$ cat src/rtl/md_pad_pkg.sv
// Shared constants for the Mega Drive pad responder: button and pin
// indices, the phases with special meaning in the 6-button read sequence,
// the output column selector and the default idle timeout for clk_sys.
package md_pad_pkg;

    // Button bit positions in the merged, active-high joystick word
    localparam int BTN_RIGHT = 0;
    localparam int BTN_LEFT  = 1;
    localparam int BTN_DOWN  = 2;
    localparam int BTN_UP    = 3;
    localparam int BTN_B     = 4;
    localparam int BTN_C     = 5;
    localparam int BTN_A     = 6;
    localparam int BTN_START = 7;
    localparam int BTN_Z     = 8;
    localparam int BTN_Y     = 9;
    localparam int BTN_X     = 10;
    localparam int BTN_MODE  = 11;

    // DB9 pin positions inside pad_out
    localparam int PIN1 = 0;
    localparam int PIN2 = 1;
    localparam int PIN3 = 2;
    localparam int PIN4 = 3;
    localparam int PIN6 = 4;
    localparam int PIN9 = 5;

    // Phases of the read sequence that change the returned data
    localparam logic [2:0] PH_ID  = 3'd5;
    localparam logic [2:0] PH_XYZ = 3'd6;
    localparam logic [2:0] PH_REL = 3'd7;

    // 1.5 ms of select inactivity at 48 MHz
    localparam int TIMEOUT_48MHZ = 72000;

    // Which set of pin levels the pad presents
    typedef enum logic [2:0] {
        COL_DIR,  // TH high: directions, B, C
        COL_XYZ,  // TH high, 6-button extra column: Z, Y, X, Mode, B, C
        COL_LOW,  // TH low: Up, Down, pins 3/4 low, A, Start
        COL_ID,   // TH low, 6-button identification: pins 1..4 low
        COL_REL   // TH low, sequence release: pins 1..4 high
    } col_e;

endpackage

$ cat src/rtl/md_sel_sync.sv
// Brings the host's TH select line into clk_sys and flags every change of
// the synchronised level. All flops reset high to match an idle host.
module md_sel_sync
    import md_pad_pkg::*;
(
    input  logic clk,
    input  logic reset_n,
    input  logic sel_in,
    output logic sel_s,
    output logic sel_edge
);

    logic sel_p0;
    logic sel_p1;
    logic sel_prev;

    // Two-stage synchroniser followed by a history flop for edge detection
    always_ff @(posedge clk or negedge reset_n) begin
        if (!reset_n) begin
            sel_p0   <= 1'b1;
            sel_p1   <= 1'b1;
            sel_prev <= 1'b1;
        end else begin
            sel_p0   <= sel_in;
            sel_p1   <= sel_p0;
            sel_prev <= sel_p1;
        end
    end

    assign sel_s    = sel_p1;
    assign sel_edge = sel_p1 ^ sel_prev;

endmodule

$ cat src/rtl/md6_pad_responder.sv
// Device-side Mega Drive 3/6-button pad. Follows the host's TH toggling
// through the 8-phase read sequence, restarts the sequence after a period of
// select inactivity, and drives registered active-low pin levels.
module md6_pad_responder
    import md_pad_pkg::*;
#(
    parameter int TIMEOUT_CYCLES = TIMEOUT_48MHZ,
    parameter int TO_W           = 17
) (
    input  logic        clk,
    input  logic        reset_n,
    input  logic        six_btn_en,
    input  logic        pad_sel,
    input  logic [11:0] buttons,
    output logic [5:0]  pad_out,
    output logic [2:0]  phase
);

    localparam logic [TO_W-1:0] TO_MAX = TO_W'(TIMEOUT_CYCLES - 1);

    logic            sel_s;
    logic            sel_edge;
    logic [TO_W-1:0] to_cnt;
    logic            timed_out;
    logic [2:0]      phase_base;
    logic [2:0]      phase_nxt;
    col_e            col;
    logic [5:0]      pad_nxt;

    // Active-low pin levels for one column of the pad
    function automatic logic [5:0] pins_for(input col_e c, input logic [11:0] b);
        logic [5:0] p;
        p = '1;
        case (c)
            COL_DIR: begin
                p[PIN1] = ~b[BTN_UP];
                p[PIN2] = ~b[BTN_DOWN];
                p[PIN3] = ~b[BTN_LEFT];
                p[PIN4] = ~b[BTN_RIGHT];
                p[PIN6] = ~b[BTN_B];
                p[PIN9] = ~b[BTN_C];
            end
            COL_XYZ: begin
                p[PIN1] = ~b[BTN_Z];
                p[PIN2] = ~b[BTN_Y];
                p[PIN3] = ~b[BTN_X];
                p[PIN4] = ~b[BTN_MODE];
                p[PIN6] = ~b[BTN_B];
                p[PIN9] = ~b[BTN_C];
            end
            COL_LOW: begin
                p[PIN1] = ~b[BTN_UP];
                p[PIN2] = ~b[BTN_DOWN];
                p[PIN3] = 1'b0;
                p[PIN4] = 1'b0;
                p[PIN6] = ~b[BTN_A];
                p[PIN9] = ~b[BTN_START];
            end
            COL_ID: begin
                p[PIN1] = 1'b0;
                p[PIN2] = 1'b0;
                p[PIN3] = 1'b0;
                p[PIN4] = 1'b0;
                p[PIN6] = ~b[BTN_A];
                p[PIN9] = ~b[BTN_START];
            end
            COL_REL: begin
                p[PIN1] = 1'b1;
                p[PIN2] = 1'b1;
                p[PIN3] = 1'b1;
                p[PIN4] = 1'b1;
                p[PIN6] = ~b[BTN_A];
                p[PIN9] = ~b[BTN_START];
            end
            default: p = '1;
        endcase
        return p;
    endfunction

    md_sel_sync u_sel_sync (
        .clk      (clk),
        .reset_n  (reset_n),
        .sel_in   (pad_sel),
        .sel_s    (sel_s),
        .sel_edge (sel_edge)
    );

    // Expiry restarts the sequence first, so an edge on that same cycle
    // still counts and lands on phase 1.
    assign timed_out  = (to_cnt == TO_MAX);
    assign phase_base = timed_out ? 3'd0 : phase;
    assign phase_nxt  = phase_base + {2'b00, sel_edge};

    // Phase counter and saturating inactivity timer
    always_ff @(posedge clk or negedge reset_n) begin
        if (!reset_n) begin
            phase  <= 3'd0;
            to_cnt <= TO_MAX;
        end else begin
            phase <= phase_nxt;
            if (sel_edge) begin
                to_cnt <= '0;
            end else if (!timed_out) begin
                to_cnt <= to_cnt + 1'b1;
            end
        end
    end

    // Column choice follows the TH level itself; the phase only picks the
    // special 6-button columns, so a glitching host still sees 3-button data.
    // The upcoming phase is used so level and phase land in pad_out together.
    always_comb begin
        col = COL_DIR;
        if (sel_s) begin
            if (six_btn_en && phase_nxt == PH_XYZ) col = COL_XYZ;
            else                                   col = COL_DIR;
        end else begin
            if (six_btn_en && phase_nxt == PH_ID)       col = COL_ID;
            else if (six_btn_en && phase_nxt == PH_REL) col = COL_REL;
            else                                        col = COL_LOW;
        end
        pad_nxt = pins_for(col, buttons);
    end

    // Registered pin levels, all released while in reset
    always_ff @(posedge clk or negedge reset_n) begin
        if (!reset_n) begin
            pad_out <= 6'b111111;
        end else begin
            pad_out <= pad_nxt;
        end
    end

endmodule

$ cat config.mk
export PLATFORM = sky130hd
export DESIGN_NAME = md6_pad_responder
export DESIGN_NICKNAME = d
export VERILOG_FILES = /design/src/rtl/md_pad_pkg.sv /design/src/rtl/md_sel_sync.sv /design/src/rtl/md6_pad_responder.sv
export SDC_FILE = /design/constraint.sdc
export NUM_CORES = 1
export LEC_CHECK = 0
export BUFFER_PORTS_ARGS = -buffer_cell sky130_fd_sc_hd__buf_4
export CAP_MARGIN = 20
export CORE_MARGIN = 1
export CORE_UTILIZATION = 55
export DETAILED_ROUTE_END_ITERATION = 10
export GPL_TIMING_DRIVEN = 1
export PLACE_DENSITY = 0.87
export SLEW_MARGIN = 10
export SYNTH_ARGS = -nofsm -noshare
export SYNTH_HDL_FRONTEND = slang
export SYNTH_HIERARCHICAL = 1
export SYNTH_SLANG_ARGS = --single-unit
export TNS_END_PERCENT = 5
$ cat constraint.sdc
create_clock -name clk -period 3.66 [get_ports clk]
set_input_delay 0.732 -clock clk [delete_from_list [all_inputs] [get_ports clk]]
set_output_delay 0.732 -clock clk [all_outputs]
set_load 0.02 [all_outputs]
==> out/metrics.csv, run 1 <==
stage,metric,value,unit
status,status,"finished, final reports clean",
sta,drv_slew,0,
sta,fin_crit,3020,ps
setup_path,slowest_delay,590,ps
yosys,syn_area,1480,um^2
placed_design,dp_hpwl,2090,um
die,row_count,18,
detailed_routing,wire_per_inst,14.7,um
flow_run,maxCapViolCount,0,
yosys,syn-mean-instance-area,10.5,um^2
power,clock_power_share,0.194,
setup_path,path_cells,ha_1 -> and4b_1 -> nand4_4 -> and2_1 -> ha_1 -> ha_1 -> xnor2_1 -> nand2_1 -> a221oi_2,
cts,clockBufferDepth,2,
cts,h-tree-depth,2,
yosys,synth_edf_count,0,
setup_path,worst_setup_path_end_kind,flop,
setup_path,critPathTopFamily,simple AND/OR/NAND/NOR gates,
die,start_util,0.588,
grt,antenna_found_initial,0,
power,comb_power_share,0.359,
detailed_routing,ant_nets,0,
cts,cts_setup_buffers,0,
power,swShare,0.352,
grt,grt_use_total,0.237,
cts,cts_tree,yes,
cts,worst_skew_pair.late_latency,320,ps
yosys,yosysUniqueCellTypes,31,
yosys,synth-seq-cells,29,
yosys,synth.most_common_cell,nor2_1,
yosys,synthTopCellsByArea,"dfstp_2 (34%), dfrtp_1 (17%), xor2_1 (5.9%)",
die,die_h,53.9,um
detailed_routing,drt_pass1_iterations,4,
die,dieArea,2910,um^2
cts,cts-root-buf,clkbuf_4,
setup_path,critPathArrivalTime,3260,ps
hold_path,hold_path.class,input port to async pin,
sta,finalHoldViolations,0,
yosys,yosysSeqAreaShare,0.505,
cells_and_area,drive_gt1_frac,0.343,
cts,cts_buffers,5,
yosys,ys.flop_type,dfstp_2,
yosys,netlist.area_leader.share,0.336,
sta,skew,4.53,ps
die,die_w,53.9,um
sta,setup_viol,0,
setup_path,cp_common_cell,ha_1,
cts,cts-resized-gates,0,
cts,hold_buffers,0,
sta,fin_tns_setup,0,ps
cells_and_area,fin_nets,187,
cells_and_area,diodes,0,
setup_path,r2r_end,pad_out[1],
detailed_routing,first_iter_violations,42,
detailed_routing,drc,0,
cells_and_area,area_growth,16.9,%
detailed_routing,post_drt_via_cell_ratio,5.59,
power,power_density,528,nW/um^2
power,ir_drop,0.463,mV
cells_and_area,post-route-util,0.688,
grt,grt_first_pass_wirelength,4620,um
yosys,syn-num-nets,160,
grt,grt_pass1_vias,1028,
grt,grt_max_degree,30,
power,pwr-share-seq,0.448,
setup_path,reg2reg_slack,640,ps
setup_path,startpoint_type,flop,
setup_path,crit_path_top_delay_cell,xnor2_1,
yosys,yosys_warnings,6,
sta,tightest_slew,708,ps
yosys,ys_async_sr_fraction,1.00,
setup_path,r2r_start,to_cnt[0],
sta,slew_headroom,0.525,
cts,cts.sinks,29,
die,ios,25,
sta,grt_setup_unrepaired,false,
detailed_routing,dr_total_vias,1113,
power,total_leakage_power,0.787,nW
detailed_routing,routed_wl,2920,um
setup_path,required,3900,ps
setup_path,path_max_fanout,11,
cts,clk_pin_slew,90,ps
setup_path,cp_num_buf_inv,0,
setup_path,reg2regPathDepth,9,
sta,clock.fmax,331,MHz
placed_design,gp_congestion,0.841,
yosys,synth_area_leader_cell,dfstp_2,
yosys,syn_inst,141,
die,coreArea,2520,um^2
yosys,post_synth_most_frequent_cells,"nor2_1 (22), dfstp_2 (19), nand2_1 (13)",
power,power.internal,0.593,mW
sta,period_share,0.826,
grt,overflow,0,
power,p_switching,0.322,mW
placed_design,numPortBuffers,24,
setup_path,timing_worst_setup_path_type,flop to flop,
## metrics by stage
stage                     instances  worst slack [ps]  instance area [um^2]  power (mW)  hold WS, ps
after global routing            199               408                  1730       0.977          317
final                           199               635                  1730       0.915          318
after detailed placement        191               683                  1680       0.741          352
after CTS                       199               651                  1730       0.921          313
after floorplan                 141              1070                  1480       0.645          345
after global placement          191               847                  1680       0.727          348
## kinds of logic (layout without fill, tap and decap cells)
kind of cell,count (synthesis),after routing,synth area share
AO/OA/AOI/OAI,17,17,0.0894
XOR/XNOR,15,15,0.0885
adder cells (fa/ha/maj),3,3,0.0253
buffers and inverters,9,37,0.0278
flip-flops,29,29,0.505
multiplexers,3,3,0.0202
AND/OR/NAND/NOR,65,65,0.244
## layout make-up
cell class | count | area (um^2)
Inverter | 4 | 15.0
Clock buffer | 6 | 41.3
Tap cell | 30 | 37.5
Timing Repair Buffer | 25 | 188
Multi-Input combinational cell | 103 | 693
Sequential cell | 29 | 749
Clock inverter | 2 | 10.0
Fill cell | 187 | 788
## power by group through the flow
| stage | logic, mW | clock network (mW) | registers (mW) |
|---|---|---|---|
| 4_1_cts | 0.327 | 0.184 | 0.411 |
| 6_report | 0.328 | 0.177 | 0.410 |
| 2_1_floorplan | 0.186 | 0 | 0.459 |
| 3_3_place_gp | 0.314 | 0 | 0.413 |
| 3_5_place_dp | 0.325 | 0 | 0.416 |
| 5_1_grt | 0.361 | 0.201 | 0.416 |
## cells in the final DEF (no fill, tap or decap), types with 2 or more instances in the layout
cell type   n
or3_1       4
and2_1      3
dfstp_2    19
a21oi_1     3
a31oi_1     4
nand3_1     3
a211o_1     2
xor2_1     10
and3_1      8
and4b_1     2
mux2i_1     3
ha_1        3
inv_1       4
clkinv_2    2
nand4_1     3
o211ai_1    2
a221oi_2    2
o21ai_0     2
nor2_1     22
a41o_1      2
xnor2_1     5
nand2_1    13
clkbuf_4    5
dfrtp_1    10
buf_4      25
nor2b_1     2
## state kept, by name (all words and copies together), names as in the netlist
signal	flops
to_cnt	17
pad_out	6
phase	3
u_sel_sync/sel_p0	1
u_sel_sync/sel_prev	1
u_sel_sync/sel_s	1
## how the worst max path moves through the flow
stage | start | end | slack [ps] | depth (start not counted)
finish | to_cnt[0] | pad_out[1] | 640 | 9
global route | to_cnt[0] | pad_out[1] | 410 | 9
floorplan | to_cnt[0] | pad_out[0] | 1070 | 10
CTS | to_cnt[0] | pad_out[1] | 650 | 9
detailed placement | to_cnt[0] | pad_out[1] | 680 | 9
global placement | to_cnt[0] | pad_out[1] | 850 | 9
## layer usage
metal	GRT usage	vias up	wire length, um
met1	0.277	533	1260
li1	-	543	-
met2	0.389	33	1490
met4	0.145	0	36
met5	0	-	0
met3	0.0593	4	129
Note: power is estimated with default switching activity, not from simulation.
==> inputs of run 2 (changes only) <==
Settings changed: CORE_UTILIZATION 55 to 49, PLACE_DENSITY 0.87 to 0.83.
Clock period 3.66 ns to 2.5 ns, I/O delays scaled along.
==> out/metrics.csv, run 2 (synthesized netlist as in run 1, its figures left out) <==
stage,metric,value,unit,change
status,status,finished with violations,,"was finished, final reports clean"
status,violations,design-rule violations,,
sta,drv_slew,0,,unchanged
cells_and_area,top_regs,"to_cnt (17), pad_out (6), phase (3)",,unchanged
setup_path,reg2regPathDepth,9,,unchanged
detailed_routing,post_drt_via_cell_ratio,5.67,,was 5.59
cts,clockBufferDepth,2,,unchanged
flow_run,maxCapViolCount,0,,unchanged
die,row_count,19,,was 18
setup_path,startpoint_type,flop,,unchanged
detailed_routing,dr_total_vias,1185,,"was 1,113"
sta,slew_headroom,0.767,,was 0.525
grt,overflow,0,,unchanged
hold_path,hold_path.class,input port to async pin,,unchanged
placed_design,gp_congestion,0.860,,was 0.841
detailed_routing,first_iter_violations,32,,was 42
cells_and_area,final_cell_count_no_fill,209,,was 199
sta,skew,6.79,ps,was 4.53 ps
cts,cts-root-buf,clkbuf_4,,unchanged
setup_path,timing_worst_setup_path_type,flop to flop,,unchanged
cells_and_area,largest_register,to_cnt,,unchanged
die,dieArea,3250,um^2,was 2910 um^2
sta,finalHoldViolations,0,,unchanged
cts,cts.sinks,29,,unchanged
setup_path,path_max_fanout,7,,was 11
cts,h-tree-depth,2,,unchanged
cells_and_area,area_growth,26.3,%,was 16.9%
die,coreArea,2810,um^2,was 2520 um^2
sta,clock.fmax,411,MHz,was 331 MHz
cts,clk_pin_slew,100,ps,was 90 ps
detailed_routing,drc,2,,was 0
sta,tightest_slew,349,ps,was 708 ps
grt,antenna_found_initial,0,,unchanged
die,start_util,0.529,,was 0.588
setup_path,r2r_end,pad_out[0],,was pad_out[1]
sta,fin_crit,2430,ps,was 3020 ps
cells_and_area,diodes,0,,unchanged
power,ir_drop,0.556,mV,was 0.463 mV
detailed_routing,routed_wl,2930,um,was 2920 um
power,power_density,843,nW/um^2,was 528 nW/um^2
cells_and_area,fillers,224,,was 187
cells_and_area,final_common_cell,buf_4,,unchanged
detailed_routing,drt_pass1_iterations,8,,was 4
cells_and_area,final_cell_mix,"buf_4 (32), nor2_1 (22), dfstp_2 (19)",,"was buf_4 (25), nor2_1 (22), dfstp_2 (19)"
cts,cts_buffers,5,,unchanged
cells_and_area,fin_nets,196,,was 187
cells_and_area,drive_gt1_frac,0.410,,was 0.343
power,total_leakage_power,0.848,nW,was 0.787 nW
grt,grt_first_pass_wirelength,4920,um,was 4620 um
detailed_routing,wire_per_inst,14.0,um,was 14.7 um
grt,grt_use_total,0.203,,was 0.237
placed_design,place_inst,195,,was 191
grt,grt_pass1_vias,1131,,"was 1,028"
placed_design,numPortBuffers,24,,unchanged
sta,whs,59.0,ps,was 318 ps
die,die_h,57.0,um,was 53.9 um
detailed_routing,ant_nets,0,,unchanged
cts,cts_tree,yes,,unchanged
die,ios,25,,unchanged
die,die_w,57.0,um,was 53.9 um
cts,worst_skew_pair.late_latency,340,ps,was 320 ps
cts,hold_buffers,0,,unchanged
placed_design,dp_hpwl,2040,um,was 2090 um
setup_path,critPathArrivalTime,2690,ps,was 3260 ps
setup_path,worst_setup_path_end_kind,flop,,unchanged
cells_and_area,largest_reg_flops,17,,unchanged
grt,grt_max_degree,30,,unchanged
setup_path,r2r_start,to_cnt[0],,unchanged
setup_path,reg2reg_slack,70,ps,was 640 ps
sta,period_share,0.973,,was 0.826
sta,setup_viol,0,,unchanged
setup_path,required,2750,ps,was 3900 ps
==> run 2: cell count changes in the layout (fill, tap and decap cells not counted), sizes merged <==
cell      before  now
buf           25   34
clkinv         2    0
bufinv         0    1
clkinvlp       0    1
==> run 2: power by group <==
part	leakage [nW]	internal [mW]	switching (mW)
Combinational	0.473	0.264	0.306
Sequential	0.331	0.564	0.0387
Clock	0.0445	0.237	0.169
Total	0.848	1.07	0.514
==> run 2: layer usage <==
metal,GRT usage,vias up,share of wire
li1,-,560,-
met1,0.249,564,0.41
met2,0.321,50,0.50
met3,0.0771,11,0.058
met4,0.0906,0,0.025
met5,0,-,0
==> run 2: repair_timing <==
item,CTS,global route
endpoints found under the setup margin,0,4
resized for setup,0,6
buffers inserted,0,6
==> run 2: cell type report <==
class	instances	area, um^2	share of cell area
clock inverters	2	37.5	0.0200
multi-input cells	103	719	0.384
well taps	31	38.8	0.0207
inverters	4	15.0	0.00801
flip-flops and latches	29	749	0.400
repair buffers	34	263	0.140
clock buffers	6	51.3	0.0274
==> run 2: through the flow <==
stage          TNS [ps]  area, um^2  power (mW)  worst slack, ps   util
2_1_floorplan         0        1500       0.963             20.9      -
3_3_place_gp          0        1720        1.11              138  0.613
3_5_place_dp          0        1720        1.14             63.0  0.613
4_1_cts               0        1810        1.55             18.8  0.645
5_1_grt            -158        1870        1.67            -62.2  0.668
6_report              0        1870        1.58             67.8  0.668
==> run 2: worst max path at each step <==
stage	start	to	depth (start not counted)
final	to_cnt[0]	pad_out[0]	9
after global routing	to_cnt[0]	pad_out[1]	10
after floorplan	to_cnt[0]	pad_out[0]	10
after detailed placement	to_cnt[0]	pad_out[1]	10
after CTS	to_cnt[0]	pad_out[3]	10
after global placement	to_cnt[0]	pad_out[1]	10
==> run 2: critical path, stage by stage (launching register included) <==
cell      delay [ps]
dfstp_2          560
ha_1             170
and4b_1          260
nand4_4          120
buf_6            160
and2_1           180
ha_4             260
and2_2           220
and3_1           190
a221oi_2         240
